### src/rtl/rf_ctrl_pkg.sv
// Shared constants and types for the register-file write scheduler.
// Holds the default widths, the PC register index and the buffered-write slot layout.
package rf_ctrl_pkg;

   localparam int WIDTH   = 32;
   localparam int PC_STEP = 4;

   localparam logic [3:0] REG_PC = 4'd15;

   localparam int REQ_ALU = 0;
   localparam int REQ_MEM = 1;

   typedef struct packed {
      logic             full;
      logic [3:0]       rd;
      logic [WIDTH-1:0] data;
   } slot_t;

   function automatic logic [15:0] rd_onehot(input slot_t s);
      return s.full ? (16'd1 << s.rd) : 16'd0;
   endfunction

endpackage

### src/rtl/rf_write_scheduler_wb_slot.sv
// One-entry writeback buffer: holds a single {rd, data} until it is drained.
// A load on the same edge as a drain refills the slot, so a stream never bubbles.
module wb_slot
   import rf_ctrl_pkg::*;
(
   input  logic             Clk,
   input  logic             Reset,
   input  logic             load,
   input  logic             drain,
   input  logic [3:0]       load_rd,
   input  logic [WIDTH-1:0] load_data,
   output slot_t            slot
);

   always_ff @(posedge Clk or posedge Reset) begin
      if (Reset) begin
         slot <= '0;
      end else if (load) begin
         slot <= '{full: 1'b1, rd: load_rd, data: load_data};
      end else if (drain) begin
         slot.full <= 1'b0;
      end
   end

endmodule

### src/rtl/rf_write_scheduler.sv
// Schedules ALU and load-return writes onto the single register-file write port
// and sequences PC advance so that a granted R15 write beats the sequential update.
module rf_write_scheduler #(
   parameter int WIDTH   = rf_ctrl_pkg::WIDTH,
   parameter int PC_STEP = rf_ctrl_pkg::PC_STEP
) (
   input  logic             Clk,
   input  logic             Reset,
   input  logic             AluValid,
   input  logic [3:0]       AluRd,
   input  logic [WIDTH-1:0] AluData,
   output logic             AluReady,
   input  logic             MemValid,
   input  logic [3:0]       MemRd,
   input  logic [WIDTH-1:0] MemData,
   output logic             MemReady,
   input  logic             PcAdvance,
   input  logic [WIDTH-1:0] PcCur,
   output logic [WIDTH-1:0] PW,
   output logic [3:0]       RW,
   output logic             LE,
   output logic [WIDTH-1:0] PC_in,
   output logic             PCLd,
   output logic [15:0]      PendingMask
);

   import rf_ctrl_pkg::slot_t;
   import rf_ctrl_pkg::REG_PC;
   import rf_ctrl_pkg::REQ_ALU;
   import rf_ctrl_pkg::REQ_MEM;
   import rf_ctrl_pkg::rd_onehot;

   slot_t      alu_slot;
   slot_t      mem_slot;
   logic [1:0] grant;
   logic       mem_older;
   logic       alu_load;
   logic       mem_load;
   logic       alu_hold;
   logic       mem_hold;

   wb_slot u_alu_slot (
      .Clk       (Clk),
      .Reset     (Reset),
      .load      (alu_load),
      .drain     (grant[REQ_ALU]),
      .load_rd   (AluRd),
      .load_data (AluData),
      .slot      (alu_slot)
   );

   wb_slot u_mem_slot (
      .Clk       (Clk),
      .Reset     (Reset),
      .load      (mem_load),
      .drain     (grant[REQ_MEM]),
      .load_rd   (MemRd),
      .load_data (MemData),
      .slot      (mem_slot)
   );

   // With both slots occupied the older entry wins; otherwise whichever is full.
   always_comb begin
      grant = '0;
      if (alu_slot.full && mem_slot.full) begin
         grant[REQ_MEM] = mem_older;
         grant[REQ_ALU] = ~mem_older;
      end else begin
         grant[REQ_ALU] = alu_slot.full;
         grant[REQ_MEM] = mem_slot.full;
      end
   end

   assign AluReady = ~Reset & (~alu_slot.full | grant[REQ_ALU]);
   assign MemReady = ~Reset & (~mem_slot.full | grant[REQ_MEM]);
   assign alu_load = AluValid & AluReady;
   assign mem_load = MemValid & MemReady;

   assign alu_hold = alu_slot.full & ~grant[REQ_ALU];
   assign mem_hold = mem_slot.full & ~grant[REQ_MEM];

   // mem_older is the age bit: a held entry is older than a fresh one, and
   // simultaneous arrivals put Mem first so the ALU value lands last.
   always_ff @(posedge Clk or posedge Reset) begin
      if (Reset) begin
         mem_older <= 1'b0;
      end else if (alu_hold) begin
         mem_older <= mem_hold & mem_older;
      end else begin
         mem_older <= 1'b1;
      end
   end

   always_comb begin
      PW = '0;
      RW = '0;
      LE = 1'b0;
      if (grant[REQ_ALU]) begin
         PW = alu_slot.data;
         RW = alu_slot.rd;
         LE = 1'b1;
      end else if (grant[REQ_MEM]) begin
         PW = mem_slot.data;
         RW = mem_slot.rd;
         LE = 1'b1;
      end
   end

   // A branch write to R15 drops the sequential advance rather than deferring it.
   assign PC_in       = PcCur + WIDTH'(PC_STEP);
   assign PCLd        = ~Reset & PcAdvance & ~(LE && (RW == REG_PC));
   assign PendingMask = rd_onehot(alu_slot) | rd_onehot(mem_slot);

endmodule

### config.mk
export PLATFORM = sky130hd
export DESIGN_NAME = rf_write_scheduler
export DESIGN_NICKNAME = d
export VERILOG_FILES = /design/src/rtl/rf_ctrl_pkg.sv /design/src/rtl/rf_write_scheduler_wb_slot.sv /design/src/rtl/rf_write_scheduler.sv
export SDC_FILE = /design/constraint.sdc
export NUM_CORES = 1
export LEC_CHECK = 0
export CAP_MARGIN = 20
export CORE_UTILIZATION = 35
export CTS_CLUSTER_SIZE = 16
export DETAILED_ROUTE_END_ITERATION = 8
export PLACE_DENSITY = 0.69
export SYNTH_ARGS = -nofsm -noshare
export SYNTH_HDL_FRONTEND = slang
export SYNTH_HIERARCHICAL = 1
export SYNTH_SLANG_ARGS = --single-unit
### constraint.sdc
create_clock -name Clk -period 3.8 [get_ports Clk]
set_clock_uncertainty 0.15 [all_clocks]
set_input_delay 0.76 -clock Clk [delete_from_list [all_inputs] [get_ports Clk]]
set_output_delay 0.76 -clock Clk [all_outputs]
set_load 0.01 [all_outputs]
==> impl_metrics.py <==
metrics = {
    "global_route": {
        "grt_usage": 0.201,
        "grt-ovfl-total": 0,
        "grt_pass1_wl_um": 20400,
        "grt_max_degree": 38,
        "first_global_vias": 3991,
        "antenna_found_initial": 0,
    },
    "timing": {
        "min_period_ps": 3750,
        "setup_slack_ps": 54.0,
        "finalMaxSlewViolations": 0,
        "worst_slew_pin_slew_ps": 788,
        "finalSetupViolations": 0,
        "relSlewSlack": 0.472,
        "fmax_mhz": 267,
        "whs_ps": 357,
        "period_share": 0.986,
        "hold_viol": 0,
    },
    "critical_path": {
        "cp_max_fo": 10,
        "critical_path_required_ps": 2890,
        "reg2reg_slack_ps": 1090,
        "crit_path_start_kind": "primary input",
        "critPathArrivalTime_ps": 2840,
        "cp-end-kind": "output port",
        "critPathKind": "primary input to output port",
    },
    "cts": {
        "cts-root-buf": "clkbuf_16",
        "cts_buffers": 9,
        "cts_tree": "done",
        "cts.sinks": 75,
        "ctsLongestPathBuffers": 2,
        "htreeDepth": 3,
        "clk_latency_ps": 330,
        "path_clk_slew_ps": 50,
    },
    "placement": {
        "hpwl_um": 9950,
        "io_buffers": 192,
        "routabilityCongestion": 0.958,
        "place_area_um2": 6640,
        "pre_cts_slack_ps": -28.3,
        "dp_cells": 772,
    },
    "power_and_ir_drop": {
        "p_leak_nw": 2.98,
        "irDropWorstVdd_mv": 0.380,
        "p_per_area_nw_per_um2": 569,
    },
    "routing": {
        "drcViolationCount": 0,
        "via_count": 3924,
        "detail-route-antenna-nets": 0,
        "wirelength_um": 13300,
        "first_pass_iters": 4,
        "wl_per_cell_um": 16.8,
        "drt-initial-drc-count": 222,
        "avgViaCountPerCell": 4.97,
    },
    "final_layout": {
        "nets": 723,
        "fin_util": 0.557,
        "drive_above_1_share": 0.224,
        "area_growth_pct": 55.6,
        "fin_cells": 789,
        "diodes": 0,
        "design_area_um2": 7010,
    },
    "logic_synthesis": {
        "ys_ff_latch": 75,
        "synthTopCellsByCount": "nand2_1, dfrtp_1, mux2_4, o21ai_0",
        "syn_area_per_cell_um2": 11.1,
        "synth_nets": 515,
        "synth_top_area_frac": 0.417,
        "synthArstFlopShare": 1.00,
        "yosysUniqueCellTypes": 40,
        "yosysSeqAreaShare": 0.417,
        "yosys-top-cells-area": "dfrtp_1, mux2_4, nand2_1",
        "synth_top_flop_cell": "dfrtp_1",
        "yosysWarnings": 6,
        "synth.most_common_cell": "nand2_1",
        "synth_cells": 405,
        "synth_edf_count": 0,
        "netlist_area_um2": 4500,
        "synth_largest_area_cell": "dfrtp_1",
    },
    "floorplanning": {
        "die_area_um2": 13300,
        "die_y_um": 115,
        "fp.coreArea_um2": 12600,
        "die_w_um": 115,
        "ios": 197,
        "initial_core_util": 0.358,
        "rows": 41,
    },
    "hold_path": {
        "hp-class": "flop to flop",
    },
    "flow_run": {
        "max_cap_violations": 0,
    },
    "status": {
        "status": "completed",
    },
}
registers in the layout (all words and copies together), names as in the netlist:
signal,flops
u_alu_slot/slot,37
u_mem_slot/slot,37
mem_older,1
layout by cell type, fill, tap and decap left out, types with 9 or more instances in the layout:
cell	n
xnor2_1	14
buf_4	25
nand3_1	14
mux2_4	58
clkdlybuf4s50_1	188
dfrtp_1	75
xor2_1	14
o21ai_0	29
clkbuf_16	9
nand2_1	75
o22ai_1	16
mux2_2	14
critical path, stage by stage:
cell and delay (ps):
clkdlybuf4s50_1 580, and4_4 280, nand4_4 80, buf_12 170, nor4_4 210, xor2_1 180
clkdlybuf4s50_1 560
layer usage:
| layer | track usage | part of all wire |
|---|---|---|
| met3 | 0.0649 | 0.098 |
| met1 | 0.232 | 0.40 |
| met4 | 0.0623 | 0.016 |
| met2 | 0.353 | 0.49 |
| met5 | 0 | 0 |
path summary, 6_finish.rpt:
kind | startpoint | endpoint | cells past startpoint
worst min register to register | u_alu_slot/slot[8] | u_alu_slot/slot[8] | 1
worst max-delay path | PcCur[9] | PC_in[28] | 7
max in group asynchronous | Reset | u_alu_slot/slot[20] | 3
worst max register to register | u_mem_slot/slot[36] | u_alu_slot/slot[21] | 5
min in group asynchronous | Reset | mem_older | 2
worst min-delay path | u_alu_slot/slot[8] | u_alu_slot/slot[8] | 1
stage by stage:
stage               TNS, ps  power [mW]
CTS                       0        4.02
global route           -101        4.23
global placement          0        3.20
floorplan                 0        2.30
finish                    0        3.98
detailed placement    -35.1        3.23
cells by family (layout without fill, tap and decap cells):
logic type / count (synthesis) / after routing / synth area share
compound gates: 59 / 59 / 0.0778
buf+inv: 32 / 244 / 0.0548
mux: 72 / 72 / 0.228
xor+xnor: 28 / 28 / 0.0545
flops: 75 / 75 / 0.417
fa+ha+maj: 1 / 1 / 0.00278
simple gates: 138 / 138 / 0.165
final cells by class:
class,count,area (µm²)
clock buffers,13,250
well taps,172,215
inverters,10,37.5
fillers,1079,5560
multi-input cells,298,2450
repair buffers,219,2160
flip-flops and latches,75,1880
clock inverters,2,12.5
repair_timing:
item	in CTS	in global routing
gates resized for setup	1	13
setup buffers	0	2
hold buffers	0	0
pin swaps	0	3
setup endpoints to repair	2	15
power by group:
part	total (mW)	switching, mW	internal, mW
clock	0.763	0.307	0.455
sequential	1.26	0.211	1.05
combinational	1.96	0.835	1.13
Power figures use the tool's default switching activity.
